==> config.mk <==
export PLATFORM = sky130hd
export DESIGN_NAME = rvfi_csr_modport
export DESIGN_NICKNAME = d
export VERILOG_FILES = /design/src/rtl/rvfi_csr_modport_pkg.sv /design/src/rtl/rvfi_csr_modport_shadow_table.sv /design/src/rtl/rvfi_csr_modport.sv
export SDC_FILE = /design/constraint.sdc
export NUM_CORES = 2
export LEC_CHECK = 0
export CAP_MARGIN = 20
export CELL_PAD_IN_SITES_DETAIL_PLACEMENT = 0
export CELL_PAD_IN_SITES_GLOBAL_PLACEMENT = 1
export CORE_MARGIN = 10
export CORE_UTILIZATION = 30
export CTS_CLUSTER_SIZE = 14
export DETAILED_ROUTE_END_ITERATION = 12
export PLACE_DENSITY_LB_ADDON = 0.3
export SYNTH_ARGS = -nofsm -noshare
export SYNTH_HDL_FRONTEND = slang
export SYNTH_HIERARCHICAL = 1
export SYNTH_SLANG_ARGS = --single-unit
==> constraint.sdc <==
create_clock -name clk -period 5.5 [get_ports clk]
set_input_delay 0.825 -clock clk [delete_from_list [all_inputs] [get_ports clk]]
set_output_delay 0.825 -clock clk [all_outputs]
set_load 0.005 [all_outputs]
==> src/rtl/rvfi_csr_modport_pkg.sv <==
// Shared types and CSR pre/post state helpers
// for the RVFI CSR observation tap.
package rvfi_csr_modport_pkg;

  localparam int DEFAULT_XLEN = 32;
  localparam int CSR_ADDR_W = 12;
  localparam int DEFAULT_SHADOW_DEPTH = 16;

  typedef logic [DEFAULT_XLEN-1:0] xword_t;
  typedef logic [CSR_ADDR_W-1:0] csr_addr_t;

  typedef struct packed {
    logic      valid;
    csr_addr_t tag;
    xword_t    data;
    xword_t    known;
  } shadow_entry_t;

  typedef struct packed {
    logic      valid;
    csr_addr_t addr;
    xword_t    pre;
    xword_t    post;
    logic      read;
    logic      written;
    logic      changed;
    logic      mismatch;
    xword_t    mm_bits;
  } csr_obs_t;

  function automatic xword_t csr_pre_state(
    input xword_t rdata,
    input xword_t rmask
  );
    return rdata & rmask;
  endfunction

  function automatic xword_t csr_post_state(
    input xword_t rdata,
    input xword_t rmask,
    input xword_t wdata,
    input xword_t wmask
  );
    return (rdata & rmask & ~wmask) | (wdata & wmask);
  endfunction

endpackage

==> src/rtl/rvfi_csr_modport_shadow_table.sv <==
// Direct-mapped shadow of last-known CSR values:
// tag lookup plus masked merge on update.
module rvfi_csr_shadow_table
  import rvfi_csr_modport_pkg::*;
#(
  parameter int DEPTH = DEFAULT_SHADOW_DEPTH
) (
  input  logic      clk,
  input  logic      reset,
  input  csr_addr_t addr_i,
  output logic      hit_o,
  output xword_t    data_o,
  output xword_t    known_o,
  input  logic      upd_en_i,
  input  xword_t    upd_acc_i,
  input  xword_t    upd_post_i
);

  localparam int IDX_W = $clog2(DEPTH);

  shadow_entry_t tbl_q [DEPTH];
  shadow_entry_t ent_d;
  shadow_entry_t ent;
  logic [IDX_W-1:0] idx;

  assign idx = addr_i[IDX_W-1:0];
  assign ent = tbl_q[idx];

  always_comb begin
    hit_o   = ent.valid && (ent.tag == addr_i);
    data_o  = ent.data;
    known_o = ent.known;
  end

  // Miss evicts whatever aliasing CSR lived here.
  always_comb begin
    ent_d = ent;
    if (hit_o) begin
      ent_d.data  = (ent.data & ~upd_acc_i)
                  | (upd_post_i & upd_acc_i);
      ent_d.known = ent.known | upd_acc_i;
    end else begin
      ent_d.valid = 1'b1;
      ent_d.tag   = addr_i;
      ent_d.data  = upd_post_i & upd_acc_i;
      ent_d.known = upd_acc_i;
    end
  end

  always_ff @(posedge clk) begin
    if (reset) begin
      for (int i = 0; i < DEPTH; i++) begin
        tbl_q[i] <= '0;
      end
    end else if (upd_en_i) begin
      tbl_q[idx] <= ent_d;
    end
  end

endmodule

==> src/rtl/rvfi_csr_modport.sv <==
// Passive RVFI CSR tap: pre/post state math,
// shadow consistency check, registered outputs.
module rvfi_csr_modport
  import rvfi_csr_modport_pkg::*;
#(
  parameter int XLEN = DEFAULT_XLEN,
  parameter int ADDR_W = CSR_ADDR_W,
  parameter int SHADOW_DEPTH = DEFAULT_SHADOW_DEPTH
) (
  input  logic              clk,
  input  logic              reset,
  input  logic              rvfi_valid,
  input  logic [ADDR_W-1:0] rvfi_csr_addr,
  input  logic [XLEN-1:0]   rvfi_csr_rmask,
  input  logic [XLEN-1:0]   rvfi_csr_wmask,
  input  logic [XLEN-1:0]   rvfi_csr_rdata,
  input  logic [XLEN-1:0]   rvfi_csr_wdata,
  output logic              out_valid,
  output logic [ADDR_W-1:0] out_addr,
  output logic [XLEN-1:0]   pre_state,
  output logic [XLEN-1:0]   post_state,
  output logic              csr_read,
  output logic              csr_written,
  output logic              csr_changed,
  output logic              mismatch,
  output logic [XLEN-1:0]   mismatch_bits
);

  csr_obs_t obs_d, obs_q;
  logic     sh_hit;
  xword_t   sh_data, sh_known;
  xword_t   pre, post, diff, acc;
  logic     upd_en;

  rvfi_csr_shadow_table #(
    .DEPTH(SHADOW_DEPTH)
  ) u_shadow (
    .clk       (clk),
    .reset     (reset),
    .addr_i    (rvfi_csr_addr),
    .hit_o     (sh_hit),
    .data_o    (sh_data),
    .known_o   (sh_known),
    .upd_en_i  (upd_en),
    .upd_acc_i (acc),
    .upd_post_i(post)
  );

  // Compare uses the pre-update shadow; write lands at the edge.
  always_comb begin
    pre  = csr_pre_state(rvfi_csr_rdata, rvfi_csr_rmask);
    post = csr_post_state(rvfi_csr_rdata, rvfi_csr_rmask,
                          rvfi_csr_wdata, rvfi_csr_wmask);
    diff = (rvfi_csr_rdata ^ sh_data)
         & rvfi_csr_rmask & sh_known;
    acc  = rvfi_csr_rmask | rvfi_csr_wmask;
    upd_en = rvfi_valid && (|acc);
    obs_d = '0;
    if (rvfi_valid) begin
      obs_d.valid    = 1'b1;
      obs_d.addr     = rvfi_csr_addr;
      obs_d.pre      = pre;
      obs_d.post     = post;
      obs_d.read     = |rvfi_csr_rmask;
      obs_d.written  = |rvfi_csr_wmask;
      obs_d.changed  = post != pre;
      obs_d.mismatch = sh_hit && (|diff);
      obs_d.mm_bits  = sh_hit ? diff : '0;
    end
  end

  always_ff @(posedge clk) begin
    if (reset) begin
      obs_q <= '0;
    end else begin
      obs_q <= obs_d;
    end
  end

  assign out_valid     = obs_q.valid;
  assign out_addr      = obs_q.addr;
  assign pre_state     = obs_q.pre;
  assign post_state    = obs_q.post;
  assign csr_read      = obs_q.read;
  assign csr_written   = obs_q.written;
  assign csr_changed   = obs_q.changed;
  assign mismatch      = obs_q.mismatch;
  assign mismatch_bits = obs_q.mm_bits;

endmodule

Word level (Yosys, flattened, before mapping):

Memories as Yosys holds them, arrays and structs flattened.
Cells that the tools add are included.

* flip-flop bits (word level): 113
* memory bits (writable): 1232
* output and inout bits: 113
* word-level logic and storage cells: 50
* memories: 1

Memories
* u_shadow.tbl_q: words 16, bits a word 77, read ports 1, clocked after memory_dff 0, wr ports 16, line rvfi_csr_modport_shadow_table.sv:21 `shadow_entry_t tbl_q [DEPTH];`

* eq/ne operators: 2
* multiplexer cells: 12
* bitwise operators: 16
* reductions and logical operators: 10

Operator list (number)
* $and 32x32->32: 7
* $or 32x32->32: 4
* $reduce_or 32->1: 4
* $mux 113: 1
* $mux 77: 1
* $reduce_or 77->1: 1
* $mux 64: 1
* $not 32->32: 2
* $mux 32: 1
* $ne 32x32->1: 1
* $xor 32x32->32: 1
* $mux 13: 1
* $eq 12x12->1: 1
* $mux 1: 6
* $mux 4: 1
* $logic_and 1x1->1: 3
* $reduce_or 3->1: 1
* $not 1->1: 2
* $reduce_or 2->1: 1

Logic depth before layout (Yosys ltp):

* word-level depth: 8
* gate-level depth with buffers: 19
* gate-level depth less buffers: 11

Modules after synthesis:

Netlist, hierarchy kept.

By module, submodules not included
* rvfi_csr_shadow_table: instances 1, cells an instance 5370, area each 67033.0 sq um, seq. area each 36995.5 sq um
* rvfi_csr_modport: instances 1, cells an instance 524, area each 4626.9 sq um, seq. area each 2262.2 sq um

Least setup slack after synthesis:

Ideal clock, no wire load.

* path type: input-to-reg
* start: in rvfi_csr_addr[1]
* end: mem u_shadow/tbl_q[3][0] (netlist bit), enable pin
* data arrival time: 4.603 ns
* required time: 5.052 ns
* slack: 0.448 ns
* stages on the path: 12
* path buffers: 9
* cells stage by stage: buf_4 buf_6 buf_6 buf_4 buf_2 buf_2 buf_2 and3_1 buf_2 nand2_1 buf_1 nand2b_1

RTL lines
* from (decl): line rvfi_csr_modport.sv:13 `input logic [ADDR_W-1:0] rvfi_csr_addr,`
* to (decl): line rvfi_csr_modport_shadow_table.sv:21

==> impl_metrics.toml <==
[route]
wire_per_inst_um = 35.04
wirelength_um = 319400
firstDrtPassIters = 8
viasPerCell = 6.191
postRouteAntennaNets = 0
dr_total_vias = 56440
drc = 0
first_iter_violations = 8217

[floorplanning]
io_pins = 256
start_util_pct = 30.13
core_area_um2 = 237900
fp.dieH_um = 508.7
die_w_um = 508.7
die_area_um2 = 258800
rows = 179

[flow_run]
maxCapViolCount = 0

[outcome]
outcome = "finished clean"

[setup_path]
start_kind = "input port"
cp_cell_sequence = "clkdlybuf4s50_1 -> nor4_1 -> nand4_1 -> nor2_1 -> a21boi_0 -> nor2b_1 -> and2_1 -> nand2_4 -> inv_4 -> buf_12 -> nand4_1 -> o21ai_0"
slowest_delay_ns = 1.07
path_class = "input port to flop"
critPathArrivalTime_ns = 5.18
crit_slowest_cell = "nor4_1"
crit_path_max_fanout = 67
end_kind = "flop"
cp_top_family = "simple AND/OR/NAND/NOR gates"
reg2reg_slack_ns = 1.63
crit_required_ns = 6.03
path_buf_inv = 3
cp_common_cell = "nand4_1"

[clock_tree]
clkLatencyLatePin_ns = 0.82
cts_resized = 0
cts_tree = "built"
clock-root-buffer = "clkbuf_16"
ctsHoldBuffers = 0
ctsHtreeMaxLevel = 4
postCtsSetupBuffers = 0
cts_sinks = 1345
cts_buffers = 157
clk_pin_slew_ns = 0.06
ctsLongestPathBuffers = 3

[logic_synthesis]
synthTopCellsByArea = "edfxtp_1 (52%), mux4_2 (9.7%), o41ai_2 (6.4%), nand2_1 (6.0%), o41ai_1 (4.0%)"
synthMostInstantiatedCell = "edfxtp_1"
synth-seq-cells = 1345
yosysUniqueCellTypes = 63
synth.top_cells.by_count = "edfxtp_1 (1232), nand2_1 (1153), clkbuf_1 (558)"
synthCells = 5894
synth_edf_count = 1232
syn_area_um2 = 71660
synth_flop_cell = "edfxtp_1"
synth-async-reset-ratio_pct = 0
synth_top_area_share_pct = 51.63
synth-seq-area-share_pct = 54.78
ys_warn_count = 6
yosysTopAreaCell = "edfxtp_1"
synth.avg_cell_area_um2 = 12.16

[power_and_ir_drop]
p_leak_nw = 27.27
ir_worst_vdd_uv = 265.3
powerDensity_nw_per_um2 = 304.9
power_mw = 25.50

[sta]
maxSlewViolCount = 0
fmax_mhz = 215.2
setup_viol = 0
slew-limit-headroom_pct = 18.32
fin_crit_ns = 4.647
fin_setup_tns_ns = 0
worst_pin_slew_ns = 1.212
hold_viol = 0
period_share_pct = 84.50
skew_ns = 0.03890
rsz0062_at_grt = "false"

[min_path]
hp-class = "input port to flop"

[placement]
portBuffers = 255
dp.final_hpwl_um = 185300
place_congestion = 0.8566

[grt]
overflow = 0
grt_pass1_vias = 54530
grt_pass1_wl_um = 444500
grt_start_max_net_pins = 151
grtUsageTotal_pct = 23.71
antenna_found_initial = 19

[finish]
drive_gt1_share_pct = 20.95
area.sequential_um2 = 39260
multi_input_area_um2 = 29160
fillers = 23010
final_nets = 5961
final_util_pct = 35.17
area_growth_pct = 16.72
report_power, final:
| group | switching (mW) | internal, mW | leakage (nW) |
|---|---|---|---|
| Combinational | 2.46 | 1.01 | 12.2 |
| Sequential | 0.155 | 11.7 | 12.7 |
| Clock | 4.46 | 5.71 | 2.35 |
worst paths after layout:
kind	start	endpoint	cells past startpoint
max	rvfi_csr_rmask[31]	u_shadow/tbl_q[0][60]$_SDFFCE_PN0P_	12
min	rvfi_csr_addr[0]	out_addr[0]$_SDFF_PP0_	2
max reg2reg	u_shadow/tbl_q[6][73]$_SDFFCE_PN0P_	u_shadow/tbl_q[5][61]$_SDFFCE_PN0P_	9
min reg2reg	u_shadow/tbl_q[10][40]$_SDFFCE_PN0P_	mismatch_bits[8]$_SDFF_PP0_	6
stage by stage:
step                      instance area, um^2  setup slack (ns)  std cells  hold WS [ns]
after global placement                  78790            0.4142       8825        0.9843
final                                   83640            0.8526       9116        0.4279
after detailed placement                78800            0.3658       8826        0.9832
after floorplan                         71780            0.4485       5925        0.8652
after global routing                    83630            0.9945       9112        0.4230
after CTS                               83630             1.191       9110        0.4046
cell usage in the layout, fill, tap and decap left out, types with 20 or more instances in the layout:
cell type        synthesis  routed
nand3_1                 36      36
nand4_1                348     348
nand2b_1                75      58
conb_1                   1      32
o41ai_1                330     330
clkbuf_16                0     161
xnor2_1                 25      24
buf_4                   16     223
or2_2                   44      44
clkdlybuf4s50_1          0     251
nor4_1                  20      20
o32ai_1                 83      83
dfxtp_1                113     113
edfxtp_1              1232    1232
mux2i_1                 58      58
clkbuf_1               558      48
o41ai_2                281     281
xor2_1                  37      37
a22oi_1                 82      81
nand2_1               1153    1137
buf_12                   0      96
inv_1                   49      42
and3_1                  97      97
o21ai_0                355     346
mux4_2                 309     309
clkinv_1                 2      36
nor2_1                 120     118
and2_1                  80      79
area by class of cell:
type | count | area share (%)
Clock buffer | 217 | 5.149
Multi-Input combinational cell | 3679 | 34.86
Clock inverter | 67 | 0.6298
Sequential cell | 1345 | 46.93
Antenna cell | 6 | 0.01795
Inverter | 61 | 0.3231
Timing Repair Buffer | 574 | 7.351
Tap cell | 3167 | 4.737
layer usage:
layer / global-route usage, % / share of wire [%] / up-vias
met4: 9.462 / 4.6 / 24
met2: 36.98 / 45 / 3709
met5: 0 / 0.048 / -
met3: 4.800 / 10 / 750
li1: - / - / 22800
met1: 32.29 / 40 / 29160
registers in the layout (all words and copies together), names as in the netlist:
register,cells
csr_changed,1
out_addr,12
mismatch_bits,32
out_valid,1
u_shadow/tbl_q,1232
csr_read,1
mismatch,1
post_state,32
pre_state,32
csr_written,1
logic make-up (layout without fill, tap and decap cells):
kind of cell    Yosys count  after routing  synth area share [%]
simple gates           2015           2015                 13.12
xor+xnor                 62             62                0.7578
buf+inv                 901            919                 5.182
other cells               1             38              0.005233
compound gates         1196           1196                 15.52
flops                  1345           1345                 54.78
mux                     374            374                 10.63
Power figures use the tool's default switching activity.
